==> src/rtl/sid_dsm_pkg.sv <==
// Shared types and constants for the SID delta-sigma audio output stage.
package sid_dsm_pkg;

    localparam int DSM_DW = 8;

    // 16-bit Galois LFSR, taps 16,14,13,11, right-shifting form.
    localparam logic [15:0] LFSR_SEED = 16'hACE1;
    localparam logic [15:0] LFSR_TAPS = 16'hB400;

    typedef enum logic [1:0] {
        MUTE    = 2'd0,
        RAMP_UP = 2'd1,
        RUN     = 2'd2,
        RAMP_DN = 2'd3
    } dsm_state_e;

    function automatic logic [15:0] lfsr_next(input logic [15:0] s);
        return {1'b0, s[15:1]} ^ (s[0] ? LFSR_TAPS : 16'h0000);
    endfunction

endpackage

==> src/rtl/sid_dsm_out_if.sv <==
// Sample/enable inputs and bitstream/status outputs of the SID audio output stage.
interface sid_dsm_out_if
    import sid_dsm_pkg::*;
#(
    parameter int DW = DSM_DW
) ();

    logic [DW-1:0] sample;
    logic          sample_valid;
    logic          en;
    logic          dsm_out;
    logic          active;

    modport master (
        output sample,
        output sample_valid,
        output en,
        input  dsm_out,
        input  active
    );

    modport slave (
        input  sample,
        input  sample_valid,
        input  en,
        output dsm_out,
        output active
    );

endinterface

==> src/rtl/sid_dsm_core.sv <==
// First-order delta-sigma modulator; SID_DSM_DITHER_EN adds a signed dither
// term and widens the accumulator.
module sid_dsm_core
    import sid_dsm_pkg::*;
#(
    parameter int DW = DSM_DW
) (
    input  logic              clk,
    input  logic              rst,
    input  logic              mute_i,
    input  logic [DW-1:0]     x_i,
`ifdef SID_DSM_DITHER_EN
    input  logic signed [1:0] dither_i,
`endif
    output logic              dsm_out_o
);

`ifdef SID_DSM_DITHER_EN
    localparam logic signed [DW+1:0] FULL = (DW+2)'(1) << DW;

    logic signed [DW+1:0] acc_q, acc_d, sum;
    logic                 dsm_d;

    always_comb begin
        sum   = acc_q + $signed({2'b00, x_i}) + $signed({{DW{dither_i[1]}}, dither_i});
        dsm_d = (sum >= FULL);
        acc_d = dsm_d ? (sum - FULL) : sum;
        if (mute_i) begin
            acc_d = '0;
            dsm_d = 1'b0;
        end
    end
`else
    logic [DW-1:0] acc_q, acc_d;
    logic [DW:0]   sum;
    logic          dsm_d;

    // NOTE: every variable gets its value on every path before any override,
    // so this block stays purely combinational with no inferred latch.
    always_comb begin
        sum   = {1'b0, acc_q} + {1'b0, x_i};
        acc_d = sum[DW-1:0];
        dsm_d = sum[DW];
        if (mute_i) begin
            acc_d = '0;
            dsm_d = 1'b0;
        end
    end
`endif

    // NOTE: state updates use non-blocking assignments so every register
    // samples the pre-edge values of the others.
    always_ff @(posedge clk) begin
        if (rst) begin
            acc_q     <= '0;
            dsm_out_o <= 1'b0;
        end else begin
            acc_q     <= acc_d;
            dsm_out_o <= dsm_d;
        end
    end

endmodule

==> src/rtl/sid_dsm_out.sv <==
// SID audio output: sample hold, mute/soft-ramp FSM and delta-sigma modulator.
// Define SID_DSM_DITHER_EN to add LFSR first-difference dither.
module sid_dsm_out
    import sid_dsm_pkg::*;
#(
    parameter int DW         = DSM_DW,
    parameter int RAMP_SHIFT = 8
) (
    input  logic         clk,
    input  logic         rst,
    sid_dsm_out_if.slave bus
);

    localparam logic [DW-1:0] RAMP_MAX = {DW{1'b1}};

    dsm_state_e             state_q, state_d;
    logic [DW-1:0]          hold_q, hold_d;
    logic [DW-1:0]          ramp_q, ramp_d;
    logic [RAMP_SHIFT-1:0]  presc_q;
    logic                   tick;
    logic [DW-1:0]          x;

    assign tick   = &presc_q;
    assign hold_d = bus.sample_valid ? bus.sample : hold_q;

    always_ff @(posedge clk) begin
        if (rst) begin
            state_q <= MUTE;
            hold_q  <= '0;
            ramp_q  <= '0;
            presc_q <= '0;
        end else begin
            state_q <= state_d;
            hold_q  <= hold_d;
            ramp_q  <= ramp_d;
            presc_q <= presc_q + 1'b1;
        end
    end

    // An en change wins over a coincident tick: direction flips, ramp is kept.
    always_comb begin
        state_d = state_q;
        ramp_d  = ramp_q;
        unique case (state_q)
            MUTE: begin
                ramp_d = '0;
                if (bus.en) state_d = RAMP_UP;
            end
            RAMP_UP: begin
                if (!bus.en) begin
                    state_d = RAMP_DN;
                end else if (tick) begin
                    if (ramp_q >= RAMP_MAX - 1'b1) begin
                        ramp_d  = RAMP_MAX;
                        state_d = RUN;
                    end else begin
                        ramp_d = ramp_q + 1'b1;
                    end
                end
            end
            RUN: begin
                ramp_d = RAMP_MAX;
                if (!bus.en) state_d = RAMP_DN;
            end
            RAMP_DN: begin
                if (bus.en) begin
                    state_d = RAMP_UP;
                end else if (tick) begin
                    if (ramp_q <= DW'(1)) begin
                        ramp_d  = '0;
                        state_d = MUTE;
                    end else begin
                        ramp_d = ramp_q - 1'b1;
                    end
                end
            end
            default: ;
        endcase
    end

    always_comb begin
        x          = '0;
        bus.active = 1'b1;
        unique case (state_q)
            MUTE:             bus.active = 1'b0;
            RUN:              x = hold_q;
            RAMP_UP, RAMP_DN: x = DW'(((2*DW)'(hold_q) * (2*DW)'(ramp_q)) >> DW);
            default: ;
        endcase
    end

`ifdef SID_DSM_DITHER_EN
    logic [15:0]       lfsr_q;
    logic              lfsr_prev_q;
    logic signed [1:0] dither;

    always_ff @(posedge clk) begin
        if (rst) begin
            lfsr_q      <= LFSR_SEED;
            lfsr_prev_q <= LFSR_SEED[0];
        end else begin
            lfsr_q      <= lfsr_next(lfsr_q);
            lfsr_prev_q <= lfsr_q[0];
        end
    end

    assign dither = (state_q == MUTE) ? 2'sd0
                  : ($signed({1'b0, lfsr_q[0]}) - $signed({1'b0, lfsr_prev_q}));
`endif

    sid_dsm_core #(
        .DW(DW)
    ) u_core (
        .clk       (clk),
        .rst       (rst),
        .mute_i    (state_q == MUTE),
        .x_i       (x),
`ifdef SID_DSM_DITHER_EN
        .dither_i  (dither),
`endif
        .dsm_out_o (bus.dsm_out)
    );

endmodule

==> src/flat_wrapper.sv <==
// flat-port wrapper written by rule: the top's interface ports become plain ports
module sid_dsm_out_flat import sid_dsm_pkg::*;
#(
    parameter int DW         = DSM_DW,
    parameter int RAMP_SHIFT = 8
)
  (clk, rst, bus_sample, bus_sample_valid, bus_en, bus_dsm_out, bus_active);
  sid_dsm_out_if #(.DW(DW)) bus_i ();
  input  logic clk;
  input  logic rst;
  input wire logic [$bits(bus_i.sample)-1:0] bus_sample;
  input wire logic [$bits(bus_i.sample_valid)-1:0] bus_sample_valid;
  input wire logic [$bits(bus_i.en)-1:0] bus_en;
  output wire logic [$bits(bus_i.dsm_out)-1:0] bus_dsm_out;
  output wire logic [$bits(bus_i.active)-1:0] bus_active;
  assign bus_i.sample = bus_sample;
  assign bus_i.sample_valid = bus_sample_valid;
  assign bus_i.en = bus_en;
  assign bus_dsm_out = bus_i.dsm_out;
  assign bus_active = bus_i.active;
  sid_dsm_out #(.DW(DW), .RAMP_SHIFT(RAMP_SHIFT)) u_core (.clk(clk), .rst(rst), .bus(bus_i));
endmodule
==> config.mk <==
export PLATFORM = sky130hd
export DESIGN_NAME = sid_dsm_out_flat
export DESIGN_NICKNAME = d
export VERILOG_FILES = /design/src/rtl/sid_dsm_pkg.sv /design/src/rtl/sid_dsm_out_if.sv /design/src/rtl/sid_dsm_core.sv /design/src/rtl/sid_dsm_out.sv /design/src/flat_wrapper.sv
export SDC_FILE = /design/constraint.sdc
export NUM_CORES = 1
export LEC_CHECK = 0
export BUFFER_PORTS_ARGS = -buffer_cell sky130_fd_sc_hd__buf_2
export CORE_MARGIN = 2
export CORE_UTILIZATION = 59
export DETAILED_ROUTE_END_ITERATION = 12
export GPL_TIMING_DRIVEN = 0
export PLACE_DENSITY = 0.76
export SYNTH_ARGS = -nofsm -noshare
export SYNTH_HDL_FRONTEND = slang
export SYNTH_SLANG_ARGS = --single-unit
==> constraint.sdc <==
create_clock -name clk -period 7 [get_ports clk]
set_input_delay 1.4 -clock clk [delete_from_list [all_inputs] [get_ports clk]]
set_output_delay 1.4 -clock clk [all_outputs]
set_load 0.02 [all_outputs]
## After elaboration in Yosys (flattened, before gate mapping)

Cells that the tools add are included.

- $add $sub $neg: 4
- Multipliers: 1
- Magnitude comparators: 2
- Equality and inequality tests: 13
- Muxes and demuxes: 18
- Reductions and logical operators: 6

Operators with widths:

| kind | count |
|---|---|
| $mux 8 | 6 |
| $pmux 8 s4 | 1 |
| $add 8x1->8 const B | 2 |
| $mul 8x8->16 | 1 |
| $mux 2 | 8 |
| $pmux 8 s2 | 1 |
| $ne 3x2->1 const B | 4 |
| $add 8x8->9 | 1 |
| $ge 8x8->1 const B | 1 |
| $le 8x1->1 const B | 1 |
| $ne 2x2->1 const B | 4 |
| $pmux 2 s4 | 1 |
| $reduce_and 8->1 | 1 |
| $sub 8x1->8 const B | 1 |
| $reduce_and 6->1 | 1 |
| $eq 2x2->1 const B | 2 |
| $ne 2x1->1 const B | 2 |
| $reduce_and 4->1 | 1 |
| $reduce_or 2->1 | 2 |
| $eq 2x1->1 const B | 1 |
| $logic_not 2->1 | 1 |
| $mux 1 | 1 |

- Register bits after elaboration: 35
- Input bits: 12

## Logic depth before layout (Yosys ltp)

Gate-level depths: netlist of run 1.

- Word-level depth: 5
- Depth in mapped cells: 24
- Depth with buffers taken out: 22

## By module

Synthesis of run 1 repeated with hierarchy kept, for this count alone.

- Cells, all modules: 506
- Area total of the unflattened synthesis: 4191.5 um2

Modules (own cells, without submodules):

| module | instances | cells each | area an instance (um2) | seq. area each (um2) |
|---|---|---|---|---|
| sid_dsm_out | 1 | 449 | 3641.0 | 520.5 |
| sid_dsm_core | 1 | 57 | 550.5 | 180.2 |

## Worst setup path after synthesis of run 1

No wires, ideal clock.

- Path kind: reg-to-reg
- Start point: register u_core.ramp_q[3]
- End point: register u_core.u_core.acc_q[6]
- Setup time: 0.115 ns
- Data arrival time: 5.640 ns
- Data required time: 6.885 ns
- Setup slack: 1.245 ns
- Stages on the path, launching flop included: 22
- Path buffers: 2
- Period minus slack after synthesis: 5.755 ns
- Cell sequence: dfxtp_1 -> clkbuf_1 -> clkbuf_1 -> nand2_1 -> fa_1 -> fa_1 -> fa_1 -> fa_1 -> inv_1 -> ha_1 -> a21o_2 -> a311o_1 -> and2_2 -> xor2_1 -> a22o_1 -> ha_1 -> a21o_1 -> a21oi_1 -> nor2b_1 -> o21a_1 -> or3_1 -> and3_1

- Longest elaborated chain between the ends: 3

Ends and longest elaborated chain:

| what | line | source |
|---|---|---|
| start: declaration | sid_dsm_out.sv:18 | `logic [DW-1:0] ramp_q, ramp_d;` |
| start signal: assignment | sid_dsm_out.sv:35 | `ramp_q <= ramp_d;` |
| $mul 8x8->16 | sid_dsm_out.sv:87 | `RAMP_UP, RAMP_DN: x = DW'(((2*DW)'(hold_q) * (2*DW)'(ramp_q)) >> DW);` |
| $pmux 8 s2 | sid_dsm_out.sv:84 | `unique case (state_q)` |
| $add 8x8->9 | sid_dsm_core.sv:41 | `sum = {1'b0, acc_q} + {1'b0, x_i};` |
| end signal: assignment | sid_dsm_core.sv:55 | `acc_q <= '0;` |
| end signal: assignment | sid_dsm_core.sv:58 | `acc_q <= acc_d;` |
| end: declaration | sid_dsm_core.sv:34 | `logic [DW-1:0] acc_q, acc_d;` |

No other way between the ends.
A chain may end at the register's enable or synchronous reset.

## Final worst setup path of run 1

- Start point: register u_core.ramp_q[5]
- End point: register u_core.u_core.acc_q[6]

The elaborated chain is that of the path after synthesis.

==> impl_metrics.prom, run 1 <==
# TYPE chip_impl_metric gauge
chip_impl_info{name="outcome",value="finished clean"} 1
chip_impl_info{name="critical_path_class",value="flip-flop to flip-flop"} 1
chip_impl_metric{name="grt_max_degree",unit=""} 12
chip_impl_metric{name="route.final.wire_length",unit="mm"} 8.648
chip_impl_metric{name="synth_seq_cells",unit=""} 35
chip_impl_info{name="unrepaired_setup_endpoints_after_global_routing",value="no"} 1
chip_impl_metric{name="floorplan.core_area",unit="µm²"} 6719
chip_impl_info{name="combinational_family_with_the_most_area_after_synthesis",value="adder cells"} 1
chip_impl_metric{name="dieHeight",unit="µm"} 87.02
chip_impl_metric{name="final.min_clock_period",unit="ns"} 6.546
chip_impl_metric{name="track_usage",unit=""} 0.2481
chip_impl_metric{name="timing.final.setup_violations",unit=""} 0
chip_impl_metric{name="detail_route.wl_per_cell",unit="µm"} 14.96
chip_impl_metric{name="yosysWarningCount",unit=""} 0
chip_impl_metric{name="edff_count_synth",unit=""} 0
chip_impl_metric{name="synth_sequential_area_ratio",unit=""} 0.1723
chip_impl_metric{name="dr.first_iter.drc_count",unit=""} 165
chip_impl_metric{name="ir_drop",unit="mV"} 0.1483
chip_impl_metric{name="detailroute.wirelength.met3",unit="µm"} 421
chip_impl_metric{name="r2r_slack",unit="ns"} 0.45
chip_impl_metric{name="whs_path_depth",unit=""} 1
chip_impl_info{name="ys_top_cells_by_area",value="sky130_fd_sc_hd__fa_1 18%, sky130_fd_sc_hd__dfxtp_1 17%, sky130_fd_sc_hd__ha_1 15%, sky130_fd_sc_hd__and2_1 7.7%, sky130_fd_sc_hd__inv_1 4.5%"} 1
chip_impl_metric{name="synth.area.mux_share",unit=""} 0.02462
chip_impl_metric{name="synth_cells",unit=""} 478
chip_impl_metric{name="syn_area_per_cell",unit="µm²"} 8.507
chip_impl_metric{name="cts-hold-fix-buffers",unit=""} 0
chip_impl_metric{name="fmaxAchievable",unit="MHz"} 152.8
chip_impl_metric{name="arrival",unit="ns"} 6.73
chip_impl_metric{name="route.detailed.drc",unit=""} 0
chip_impl_metric{name="synth_area",unit="µm²"} 4066
chip_impl_metric{name="final_design_area_no_fill",unit="µm²"} 4312
chip_impl_metric{name="vias_after_detailed_routing",unit=""} 3359
chip_impl_metric{name="boundaryPins",unit=""} 14
chip_impl_metric{name="synth_xor_area_frac",unit=""} 0.04092
chip_impl_info{name="tritoncts_clock_tree",value="yes"} 1
chip_impl_metric{name="detailedPlacementHpwl",unit="mm"} 6.911
chip_impl_info{name="clock_tree.root_cell",value="sky130_fd_sc_hd__clkbuf_8"} 1
chip_impl_metric{name="clockBufferDepth",unit=""} 2
chip_impl_metric{name="numPortBuffers",unit=""} 12
chip_impl_metric{name="initial_utilization",unit=""} 0.6052
chip_impl_metric{name="powerDensity",unit="nW/µm²"} 160.7
chip_impl_metric{name="synth_compound_area_frac",unit=""} 0.1508
chip_impl_metric{name="grt_first_pass_wirelength",unit="mm"} 14.94
chip_impl_metric{name="wl_met1",unit="mm"} 3.968
chip_impl_info{name="yosysTopAreaCell",value="sky130_fd_sc_hd__fa_1"} 1
chip_impl_metric{name="count_of_distinct_cell_types_in_the_synthesized_netlist",unit=""} 53
chip_impl_metric{name="grt_antenna_before_repair",unit=""} 0
chip_impl_info{name="ys_top_cells_by_count",value="50 x sky130_fd_sc_hd__and2_1, 50 x sky130_fd_sc_hd__ha_1, 49 x sky130_fd_sc_hd__inv_1"} 1
chip_impl_info{name="worstHoldPathType",value="flip-flop to flip-flop"} 1
chip_impl_metric{name="row_count",unit=""} 30
chip_impl_metric{name="clock_sinks",unit=""} 35
chip_impl_metric{name="postCtsSetupRepairBufs",unit=""} 0
chip_impl_metric{name="finalHoldViolCount",unit=""} 0
chip_impl_metric{name="fin_tns_setup",unit="ns"} 0
chip_impl_metric{name="cts_repair_resizes",unit=""} 0
chip_impl_metric{name="drv_cap",unit=""} 0
chip_impl_metric{name="cts_inserted_buffers",unit=""} 5
chip_impl_metric{name="placed_area",unit="µm²"} 4227
chip_impl_metric{name="grt_pass1_vias",unit=""} 3267
chip_impl_metric{name="routed-wl-met2",unit="mm"} 4.090
chip_impl_metric{name="mappedNetlistNets",unit=""} 576
chip_impl_info{name="setup.worst_path.start_class",value="flip-flop"} 1
chip_impl_info{name="dominantRegCellSynth",value="sky130_fd_sc_hd__dfxtp_1"} 1
chip_impl_metric{name="relSlewSlack",unit=""} 0.5447
chip_impl_metric{name="post_route_cells_drive_above_1_share",unit=""} 0.05422
chip_impl_metric{name="flow.area_growth_from_synthesis",unit="%"} 6.031
chip_impl_metric{name="synth_adder_area_share",unit=""} 0.3311
chip_impl_metric{name="h_tree_depth",unit=""} 2
chip_impl_metric{name="synth_simple_gate_area_share",unit=""} 0.2111
chip_impl_metric{name="final.period_utilization",unit=""} 0.9352
chip_impl_metric{name="skew",unit="ns"} 0.005649
chip_impl_metric{name="worst_path_clk_slew",unit="ns"} 0.07
chip_impl_metric{name="synth_async_sr_flop_share",unit=""} 0
chip_impl_metric{name="detail_route.first_pass.iterations",unit=""} 5
chip_impl_metric{name="crit_path_max_fanout",unit=""} 10
chip_impl_metric{name="critPathRequiredTime",unit="ns"} 7.19
chip_impl_metric{name="net_count_reported_at_finish",unit=""} 595
chip_impl_metric{name="power.static_leakage",unit="nW"} 2.128
chip_impl_metric{name="maxSlewViolCount",unit=""} 0
chip_impl_info{name="critical_path.endpoint_type",value="flip-flop"} 1
chip_impl_metric{name="synthDominantCellAreaShare",unit=""} 0.1772
chip_impl_info{name="topRoutingLayerUsed",value="met4"} 1
chip_impl_metric{name="max_slew.worst_pin.slew",unit="ns"} 0.6830
chip_impl_metric{name="antenna_cells",unit=""} 0
chip_impl_metric{name="die_w",unit="µm"} 87.02
chip_impl_metric{name="ant_nets",unit=""} 0
chip_impl_metric{name="worstRegToRegCells",unit=""} 22
chip_impl_metric{name="drt-vias-per-instance",unit=""} 5.811
chip_impl_metric{name="gr-total-overflow",unit=""} 0
chip_impl_metric{name="insertion_delay",unit="ns"} 0.29
chip_impl_metric{name="die_ar",unit="µm²"} 7572
chip_impl_metric{name="gp_congestion",unit=""} 0.8475
-- per-stage QoR --
step / total power, mW / instances / utilization / worst slack [ns] / hold WS [ns]
after floorplan: 0.4691 / 478 / - / 1.245 / 0.4305
after global placement: 0.5431 / 570 / 0.6291 / 0.6469 / 0.4472
after detailed placement: 0.5492 / 570 / 0.6291 / 0.5259 / 0.4525
final: 0.6927 / 578 / 0.6417 / 0.4537 / 0.4642
after global routing: 0.7499 / 578 / 0.6417 / 0.09534 / 0.5157
after CTS: 0.6935 / 578 / 0.6417 / 0.4848 / 0.4694
-- logic make-up after synthesis --
kind of cell	Yosys count
AOI/OAI and AO/OA	89
xor gates and xnor gates	19
adders and majority gates	86
buffers and inverters	73
DFF	35
muxes	10
and+or+nand+nor	166
-- flip-flops by register name (all words and copies together), names as in the netlist --
| signal | flops |
|---|---|
| u_core.u_core.acc_q | 8 |
| u_core.presc_q | 8 |
| u_core.hold_q | 8 |
| u_core.ramp_q | 8 |
| u_core.u_core.dsm_out_o | 1 |
| u_core.state_q | 2 |
-- cell usage in the layout (no fill, tap or decap), types with 3 or more instances in the layout --
cell type / Yosys / layout
sky130_fd_sc_hd__ha_1: 50 / 50
sky130_fd_sc_hd__inv_1: 49 / 49
sky130_fd_sc_hd__nand2_1: 38 / 38
sky130_fd_sc_hd__a21o_1: 5 / 5
sky130_fd_sc_hd__xnor2_1: 7 / 7
sky130_fd_sc_hd__buf_2: 0 / 12
sky130_fd_sc_hd__a211oi_1: 3 / 3
sky130_fd_sc_hd__clkbuf_8: 0 / 5
sky130_fd_sc_hd__o21a_1: 4 / 4
sky130_fd_sc_hd__a21oi_1: 15 / 15
sky130_fd_sc_hd__and3_1: 6 / 6
sky130_fd_sc_hd__o211ai_1: 5 / 5
sky130_fd_sc_hd__a221oi_1: 3 / 3
sky130_fd_sc_hd__nor2b_1: 4 / 4
sky130_fd_sc_hd__fa_1: 36 / 36
sky130_fd_sc_hd__nand4_1: 3 / 3
sky130_fd_sc_hd__dfxtp_1: 35 / 35
sky130_fd_sc_hd__nor3_1: 5 / 5
sky130_fd_sc_hd__mux2i_1: 10 / 10
sky130_fd_sc_hd__nor2_1: 34 / 34
sky130_fd_sc_hd__nand3_1: 9 / 9
sky130_fd_sc_hd__xor2_1: 12 / 12
sky130_fd_sc_hd__a32oi_1: 3 / 3
sky130_fd_sc_hd__buf_1: 6 / 6
sky130_fd_sc_hd__o21ai_0: 22 / 22
sky130_fd_sc_hd__a22o_1: 12 / 12
sky130_fd_sc_hd__and2_1: 50 / 50
sky130_fd_sc_hd__clkbuf_1: 17 / 18
-- power by group --
group	total (mW)	leakage, nW	internal [mW]	switching (mW)
Combinational	0.317	1.80	0.112	0.205
Sequential	0.234	0.285	0.216	0.0178
Clock	0.142	0.0412	0.0694	0.0723
Total	0.693	2.13	0.397	0.295
-- layer usage --
layer | up-vias | GRT usage
li1 | 1647 | -
met1 | 1603 | 0.3499
met2 | 95 | 0.3963
met3 | 14 | 0.03507
met4 | 0 | 0.07244
met5 | - | 0
-- worst max-delay path: stages, from the launching register on --
cell and delay (ns):
sky130_fd_sc_hd__dfxtp_1 0.31, sky130_fd_sc_hd__clkbuf_1 0.27, sky130_fd_sc_hd__clkbuf_1 0.46, sky130_fd_sc_hd__nand2_1 0.14, sky130_fd_sc_hd__fa_1 0.48, sky130_fd_sc_hd__fa_1 0.56, sky130_fd_sc_hd__inv_1 0.06, sky130_fd_sc_hd__fa_1 0.50
sky130_fd_sc_hd__fa_1 0.49, sky130_fd_sc_hd__ha_1 0.32, sky130_fd_sc_hd__a211oi_1 0.24, sky130_fd_sc_hd__o21ai_0 0.13, sky130_fd_sc_hd__a21oi_1 0.35, sky130_fd_sc_hd__xnor2_1 0.15, sky130_fd_sc_hd__a22o_1 0.24, sky130_fd_sc_hd__ha_1 0.21
sky130_fd_sc_hd__fa_1 0.41, sky130_fd_sc_hd__a21o_1 0.20, sky130_fd_sc_hd__a21oi_1 0.21, sky130_fd_sc_hd__nor2b_1 0.08, sky130_fd_sc_hd__o21a_1 0.17, sky130_fd_sc_hd__or3_1 0.29, sky130_fd_sc_hd__and3_1 0.16
-- area by class of cell --
| class | instances | area, µm² |
|---|---|---|
| buffer | 24 | 97.59 |
| tap | 80 | 100.1 |
| sequential | 35 | 700.7 |
| fill | 597 | 2407 |
| timing repair buffer | 12 | 60.06 |
| clock inverter | 2 | 12.51 |
| inverter | 49 | 183.9 |
| multi-input combinational | 370 | 3084 |
| clock buffer | 6 | 72.57 |
-- worst paths after layout --
check / from / to
max: u_core.ramp_q[5]$_SDFFE_PP0P_ / u_core.u_core.acc_q[6]$_SDFF_PP0_
min reg2reg: u_core.presc_q[0]$_SDFF_PP0_ / u_core.presc_q[0]$_SDFF_PP0_
max reg2reg: u_core.ramp_q[5]$_SDFFE_PP0P_ / u_core.u_core.acc_q[6]$_SDFF_PP0_
min: u_core.presc_q[0]$_SDFF_PP0_ / u_core.presc_q[0]$_SDFF_PP0_
Note: power is estimated with default switching activity, not from simulation.
==> run 2, diff against run 1 <==
--- a/config.mk
+++ b/config.mk
@@ -5,12 +5,12 @@
 export SDC_FILE = /design/constraint.sdc
 export NUM_CORES = 1
 export LEC_CHECK = 0
-export BUFFER_PORTS_ARGS = -buffer_cell sky130_fd_sc_hd__buf_2
 export CORE_MARGIN = 2
 export CORE_UTILIZATION = 59
 export DETAILED_ROUTE_END_ITERATION = 12
+export DONT_BUFFER_PORTS = 1
 export GPL_TIMING_DRIVEN = 0
-export PLACE_DENSITY = 0.76
+export PLACE_DENSITY = 0.75
 export SYNTH_ARGS = -nofsm -noshare
 export SYNTH_HDL_FRONTEND = slang
 export SYNTH_SLANG_ARGS = --single-unit
==> impl_metrics.prom, run 2 (synthesized netlist as in run 1, its figures left out) <==
# TYPE chip_impl_metric gauge
chip_impl_info{name="outcome",value="finished clean"} 1
chip_impl_metric{name="final.min_clock_period",unit="ns"} 6.539
chip_impl_metric{name="die_ar",unit="µm²"} 7572
chip_impl_info{name="critical_path_class",value="flip-flop to flip-flop"} 1
chip_impl_info{name="clock_tree.root_cell",value="sky130_fd_sc_hd__clkbuf_8"} 1
chip_impl_metric{name="relSlewSlack",unit=""} 0.5643
chip_impl_metric{name="grt_first_pass_wirelength",unit="mm"} 15.24
chip_impl_metric{name="place_worst_setup_slack",unit="ns"} 0.5435
chip_impl_metric{name="grt_antenna_before_repair",unit=""} 0
chip_impl_metric{name="boundaryPins",unit=""} 14
chip_impl_metric{name="cts_repair_resizes",unit=""} 0
chip_impl_info{name="setup.worst_path.start_class",value="flip-flop"} 1
chip_impl_metric{name="powerDensity",unit="nW/µm²"} 170.2
chip_impl_metric{name="detailedPlacementHpwl",unit="mm"} 6.882
chip_impl_metric{name="gr-total-overflow",unit=""} 0
chip_impl_metric{name="post_route_cells_drive_above_1_share",unit=""} 0.03292
chip_impl_metric{name="gp_congestion",unit=""} 0.9171
chip_impl_metric{name="insertion_delay",unit="ns"} 0.29
chip_impl_metric{name="drv_cap",unit=""} 0
chip_impl_metric{name="critPathRequiredTime",unit="ns"} 7.18
chip_impl_metric{name="cts-hold-fix-buffers",unit=""} 0
chip_impl_metric{name="power.static_leakage",unit="nW"} 2.096
chip_impl_metric{name="ir_drop",unit="mV"} 0.1524
chip_impl_metric{name="dr.first_iter.drc_count",unit=""} 227
chip_impl_metric{name="fmaxAchievable",unit="MHz"} 152.9
chip_impl_metric{name="worst_path_clk_slew",unit="ns"} 0.07
chip_impl_metric{name="route.final.wire_length",unit="mm"} 8.823
chip_impl_metric{name="net_count_reported_at_finish",unit=""} 583
chip_impl_metric{name="ant_nets",unit=""} 0
chip_impl_metric{name="detail_route.first_pass.iterations",unit=""} 4
chip_impl_metric{name="power",unit="mW"} 0.7281
chip_impl_metric{name="grt_max_degree",unit=""} 13
chip_impl_metric{name="final.period_utilization",unit=""} 0.9342
chip_impl_metric{name="clockBufferDepth",unit=""} 2
chip_impl_metric{name="postCtsSetupRepairBufs",unit=""} 0
chip_impl_metric{name="floorplan.core_area",unit="µm²"} 6719
chip_impl_metric{name="arrival",unit="ns"} 6.72
chip_impl_metric{name="postLayoutSetupSlackWorst",unit="ns"} 0.4608
chip_impl_metric{name="fin_tns_setup",unit="ns"} 0
chip_impl_metric{name="grt_pass1_vias",unit=""} 3235
chip_impl_metric{name="finalHoldViolCount",unit=""} 0
chip_impl_metric{name="h_tree_depth",unit=""} 2
chip_impl_metric{name="vias_after_detailed_routing",unit=""} 3266
chip_impl_metric{name="final_standard_cell_count_with_taps_included_and_fillers_excluded",unit=""} 566
chip_impl_metric{name="skew",unit="ns"} 0.004210
chip_impl_metric{name="place.detailed.instances",unit=""} 558
chip_impl_metric{name="die_w",unit="µm"} 87.02
chip_impl_metric{name="crit_path_max_fanout",unit=""} 10
chip_impl_metric{name="hold_slack",unit="ns"} 0.5017
chip_impl_info{name="tritoncts_clock_tree",value="yes"} 1
chip_impl_metric{name="dieHeight",unit="µm"} 87.02
chip_impl_metric{name="track_usage",unit=""} 0.2522
chip_impl_metric{name="row_count",unit=""} 30
chip_impl_info{name="leading_cell_types_in_the_layout_fill_and_taps_excluded",value="50 x sky130_fd_sc_hd__and2_1, 50 x sky130_fd_sc_hd__ha_1, 49 x sky130_fd_sc_hd__inv_1"} 1
chip_impl_info{name="worstHoldPathType",value="flip-flop to flip-flop"} 1
chip_impl_metric{name="clock_sinks",unit=""} 35
chip_impl_info{name="unrepaired_setup_endpoints_after_global_routing",value="no"} 1
chip_impl_metric{name="flow.area_growth_from_synthesis",unit="%"} 5.231
chip_impl_info{name="critical_path.endpoint_type",value="flip-flop"} 1
chip_impl_metric{name="detail_route.wl_per_cell",unit="µm"} 15.59
chip_impl_metric{name="initial_utilization",unit=""} 0.6052
chip_impl_metric{name="numPortBuffers",unit=""} 0
chip_impl_metric{name="antenna_cells",unit=""} 0
chip_impl_metric{name="max_slew.worst_pin.slew",unit="ns"} 0.6536
chip_impl_metric{name="timing.final.setup_violations",unit=""} 0
chip_impl_metric{name="cts_inserted_buffers",unit=""} 5
chip_impl_metric{name="maxSlewViolCount",unit=""} 0
chip_impl_metric{name="route.detailed.drc",unit=""} 0
chip_impl_metric{name="drt-vias-per-instance",unit=""} 5.770
==> run 2: worst paths after layout <==
check	start	depth (start not counted)	slack [ns]	endpoint
min	u_core.presc_q[0]$_SDFF_PP0_	1	0.50	u_core.presc_q[0]$_SDFF_PP0_
min reg2reg	u_core.presc_q[0]$_SDFF_PP0_	1	0.50	u_core.presc_q[0]$_SDFF_PP0_
max reg2reg	u_core.ramp_q[5]$_SDFFE_PP0P_	22	0.46	u_core.u_core.acc_q[6]$_SDFF_PP0_
max	u_core.ramp_q[5]$_SDFFE_PP0P_	22	0.46	u_core.u_core.acc_q[6]$_SDFF_PP0_
==> run 2: area by class of cell <==
class	count	area, µm²
Tap cell	80	100.1
Buffer	24	97.59
Clock buffer	5	68.82
Fill cell	578	2440
Clock inverter	3	43.79
Multi-Input combinational cell	370	3084
Inverter	49	183.9
Sequential cell	35	700.7
==> run 2: per-stage QoR <==
| stage | area (µm²) | util |
|---|---|---|
| floorplan | 4066 | - |
| global placement | 4167 | 0.6201 |
| detailed placement | 4167 | 0.6201 |
| CTS | 4279 | 0.6369 |
| global route | 4279 | 0.6369 |
| finish | 4279 | 0.6369 |
==> run 2: critical path: stages, from the launching register on <==
cell and delay [ns]:
sky130_fd_sc_hd__dfxtp_1 0.31, sky130_fd_sc_hd__clkbuf_1 0.28, sky130_fd_sc_hd__clkbuf_1 0.45, sky130_fd_sc_hd__nand2_1 0.13
sky130_fd_sc_hd__fa_1 0.48, sky130_fd_sc_hd__fa_1 0.56, sky130_fd_sc_hd__inv_1 0.06, sky130_fd_sc_hd__fa_1 0.50
sky130_fd_sc_hd__fa_1 0.49, sky130_fd_sc_hd__ha_1 0.32, sky130_fd_sc_hd__a211oi_1 0.23, sky130_fd_sc_hd__o21ai_0 0.12
sky130_fd_sc_hd__a21oi_1 0.34, sky130_fd_sc_hd__xnor2_1 0.14, sky130_fd_sc_hd__a22o_1 0.23, sky130_fd_sc_hd__ha_1 0.21
sky130_fd_sc_hd__fa_1 0.41, sky130_fd_sc_hd__a21o_1 0.19, sky130_fd_sc_hd__a21oi_1 0.22, sky130_fd_sc_hd__nor2b_1 0.08
sky130_fd_sc_hd__o21a_1 0.18, sky130_fd_sc_hd__or3_1 0.33, sky130_fd_sc_hd__and3_1 0.18
==> run 2: layer usage <==
metal  wire length (µm)  vias to the layer above  track usage
met3                364                        6      0.03412
met5                  0                        -            0
met4                 43                        0      0.03267
met1               4018                     1564       0.3511
met2               4396                       62       0.4296
li1                   -                     1634            -
==> run 2: power by group <==
group / switching (mW) / total (mW) / internal (mW) / leakage [nW]
clock network: 0.0752 / 0.181 / 0.106 / 0.0581
logic: 0.206 / 0.313 / 0.107 / 1.75
registers: 0.0177 / 0.234 / 0.216 / 0.285
==> run 3, diff against run 2 <==
--- a/config.mk
+++ b/config.mk
@@ -5,6 +5,7 @@
 export SDC_FILE = /design/constraint.sdc
 export NUM_CORES = 1
 export LEC_CHECK = 0
+export CORE_ASPECT_RATIO = 1.25
 export CORE_MARGIN = 2
 export CORE_UTILIZATION = 59
 export DETAILED_ROUTE_END_ITERATION = 12
==> impl_metrics.prom, run 3 (synthesized netlist as in run 1, its figures left out) <==
# TYPE chip_impl_metric gauge
chip_impl_info{name="outcome",value="finished clean"} 1
chip_impl_info{name="critical_path_class",value="flip-flop to flip-flop"} 1
chip_impl_metric{name="cts-hold-fix-buffers",unit=""} 0
chip_impl_metric{name="track_usage",unit=""} 0.2471
chip_impl_metric{name="postCtsSetupRepairBufs",unit=""} 0
chip_impl_info{name="slowest_cell_on_the_critical_path",value="sky130_fd_sc_hd__fa_1"} 1
chip_impl_metric{name="worst_path_clk_slew",unit="ns"} 0.08
chip_impl_metric{name="final.min_clock_period",unit="ns"} 6.576
chip_impl_metric{name="initial_utilization",unit=""} 0.6155
chip_impl_metric{name="num-fill-cells",unit=""} 591
chip_impl_metric{name="grt_first_pass_wirelength",unit="mm"} 15.19
chip_impl_info{name="critical_path.endpoint_type",value="flip-flop"} 1
chip_impl_metric{name="clockBufferDepth",unit=""} 2
chip_impl_metric{name="comb_power_share",unit=""} 0.448
chip_impl_metric{name="h_tree_depth",unit=""} 2
chip_impl_metric{name="powerDensity",unit="nW/µm²"} 164.7
chip_impl_metric{name="slowest_delay",unit="ns"} 0.55
chip_impl_metric{name="drv_cap",unit=""} 0
chip_impl_info{name="cpMostUsedCell",value="sky130_fd_sc_hd__fa_1"} 1
chip_impl_metric{name="detail_route.wl_per_cell",unit="µm"} 15.46
chip_impl_metric{name="fin_tns_setup",unit="ns"} 0
chip_impl_metric{name="groute.layer.met1.usage",unit=""} 0.3128
chip_impl_metric{name="ir_drop",unit="mV"} 0.1649
chip_impl_info{name="worstHoldPathType",value="flip-flop to flip-flop"} 1
chip_impl_metric{name="switching_power",unit="mW"} 0.3088
chip_impl_metric{name="final.period_utilization",unit=""} 0.9395
chip_impl_metric{name="maxSlewViolCount",unit=""} 0
chip_impl_metric{name="antenna_cells",unit=""} 0
chip_impl_metric{name="skew",unit="ns"} 0.006659
chip_impl_metric{name="power",unit="mW"} 0.7031
chip_impl_metric{name="crit_path_max_fanout",unit=""} 10
chip_impl_metric{name="seq_power_share",unit=""} 0.333
chip_impl_metric{name="flow.area_growth_from_synthesis",unit="%"} 4.985
chip_impl_metric{name="clock_power_share",unit=""} 0.218
chip_impl_metric{name="net_switching_share_of_the_total_power",unit=""} 0.4393
chip_impl_metric{name="net_count_reported_at_finish",unit=""} 583
chip_impl_metric{name="fmaxAchievable",unit="MHz"} 152.1
chip_impl_metric{name="row_count",unit=""} 33
chip_impl_metric{name="insertion_delay",unit="ns"} 0.29
chip_impl_metric{name="gp_congestion",unit=""} 0.9440
chip_impl_metric{name="max_slew.worst_pin.slew",unit="ns"} 0.7294
chip_impl_metric{name="die_ar",unit="µm²"} 7577
chip_impl_info{name="clock_tree.root_cell",value="sky130_fd_sc_hd__clkbuf_8"} 1
chip_impl_metric{name="floorplan.core_area",unit="µm²"} 6606
chip_impl_metric{name="grt_max_degree",unit=""} 14
chip_impl_metric{name="timing.final.setup_violations",unit=""} 0
chip_impl_metric{name="numPortBuffers",unit=""} 0
chip_impl_metric{name="ant_nets",unit=""} 0
chip_impl_metric{name="clock_sinks",unit=""} 35
chip_impl_info{name="cp_top_family",value="adder cells"} 1
chip_impl_metric{name="grt_pass1_vias",unit=""} 3371
chip_impl_metric{name="post_route_cells_drive_above_1_share",unit=""} 0.03292
chip_impl_metric{name="gr-total-overflow",unit=""} 0
chip_impl_metric{name="relSlewSlack",unit=""} 0.5138
chip_impl_info{name="setup.worst_path.start_class",value="flip-flop"} 1
chip_impl_metric{name="cts_inserted_buffers",unit=""} 5
chip_impl_metric{name="detail_route.first_pass.iterations",unit=""} 5
chip_impl_info{name="layer_with_the_highest_usage",value="met2"} 1
chip_impl_metric{name="dieHeight",unit="µm"} 96.82
chip_impl_metric{name="crit_buf_inv",unit=""} 3
chip_impl_info{name="leading_cell_types_in_the_layout_fill_and_taps_excluded",value="50 x sky130_fd_sc_hd__and2_1, 50 x sky130_fd_sc_hd__ha_1, 49 x sky130_fd_sc_hd__inv_1"} 1
chip_impl_metric{name="route.final.wire_length",unit="mm"} 8.857
chip_impl_metric{name="finalHoldViolCount",unit=""} 0
chip_impl_info{name="cp_cell_sequence",value="clkbuf_1 -> clkbuf_1 -> nand2_1 -> fa_1 -> fa_1 -> inv_1 -> fa_1 -> fa_1 -> ha_1 -> a211oi_1 -> o21ai_0 -> a21oi_1 -> xnor2_1 -> a22o_1 -> ha_1 -> fa_1 -> a21o_1 -> a21oi_1 -> nor2b_1 -> o21a_1 -> or3_1 -> and3_1"} 1
chip_impl_info{name="tritoncts_clock_tree",value="yes"} 1
chip_impl_metric{name="arrival",unit="ns"} 6.77
chip_impl_metric{name="route.detailed.drc",unit=""} 0
chip_impl_metric{name="boundaryPins",unit=""} 14
chip_impl_metric{name="cts_repair_resizes",unit=""} 0
chip_impl_metric{name="grt.met3_usage",unit=""} 0.03731
chip_impl_metric{name="power.static_leakage",unit="nW"} 2.082
chip_impl_metric{name="intPower",unit="mW"} 0.3942
chip_impl_metric{name="grt_antenna_before_repair",unit=""} 0
chip_impl_metric{name="critPathRequiredTime",unit="ns"} 7.20
chip_impl_metric{name="drt-vias-per-instance",unit=""} 5.904
chip_impl_metric{name="die_w",unit="µm"} 78.26
chip_impl_metric{name="grt.met2_usage",unit=""} 0.4284
chip_impl_metric{name="dr.first_iter.drc_count",unit=""} 288
chip_impl_metric{name="detailedPlacementHpwl",unit="mm"} 6.944
chip_impl_info{name="unrepaired_setup_endpoints_after_global_routing",value="no"} 1
chip_impl_metric{name="vias_after_detailed_routing",unit=""} 3383
run 3: layout make-up:
type,instances,area [µm²],area share
plain buffers,24,97.59,0.02286
flip-flops and latches,35,700.7,0.1641
inverters,49,183.9,0.04308
clock buffers,5,68.82,0.01612
clock inverters,3,25.02,0.005862
well taps,87,108.9,0.02550
multi-input cells,370,3084,0.7225
run 3: metal layers:
metal	up-vias	part of all wire
met2	104	0.49
met4	0	0.030
met3	25	0.049
met1	1628	0.43
li1	1626	-
met5	-	0
run 3: power groups by stage:
stage	combinational (mW)	sequential [mW]	clock, mW
CTS	0.313	0.234	0.154
floorplan	0.236	0.233	0
global placement	0.304	0.238	0
detailed placement	0.311	0.238	0
finish	0.315	0.234	0.153
global route	0.351	0.236	0.162
run 3: worst paths after layout:
kind                                 start                                 to  slack (ns)  cells past startpoint
min           u_core.presc_q[0]$_SDFF_PP0_       u_core.presc_q[0]$_SDFF_PP0_        0.48                      1
max          u_core.ramp_q[5]$_SDFFE_PP0P_  u_core.u_core.acc_q[6]$_SDFF_PP0_        0.42                     22
min reg2reg   u_core.presc_q[0]$_SDFF_PP0_       u_core.presc_q[0]$_SDFF_PP0_        0.48                      1
max reg2reg  u_core.ramp_q[5]$_SDFFE_PP0P_  u_core.u_core.acc_q[6]$_SDFF_PP0_        0.42                     22
run 3: per-stage QoR:
step | utilization | hold WS [ns] | setup slack, ns | instances | cell area, µm²
3_5_place_dp | 0.6320 | 0.4618 | 0.5306 | 565 | 4175
3_3_place_gp | 0.6320 | 0.4434 | 0.5987 | 565 | 4175
6_report | 0.6462 | 0.4813 | 0.4238 | 573 | 4269
2_1_floorplan | - | 0.4305 | 1.245 | 478 | 4066
5_1_grt | 0.6462 | 0.5195 | 0.05619 | 573 | 4269
4_1_cts | 0.6462 | 0.4804 | 0.5047 | 573 | 4269
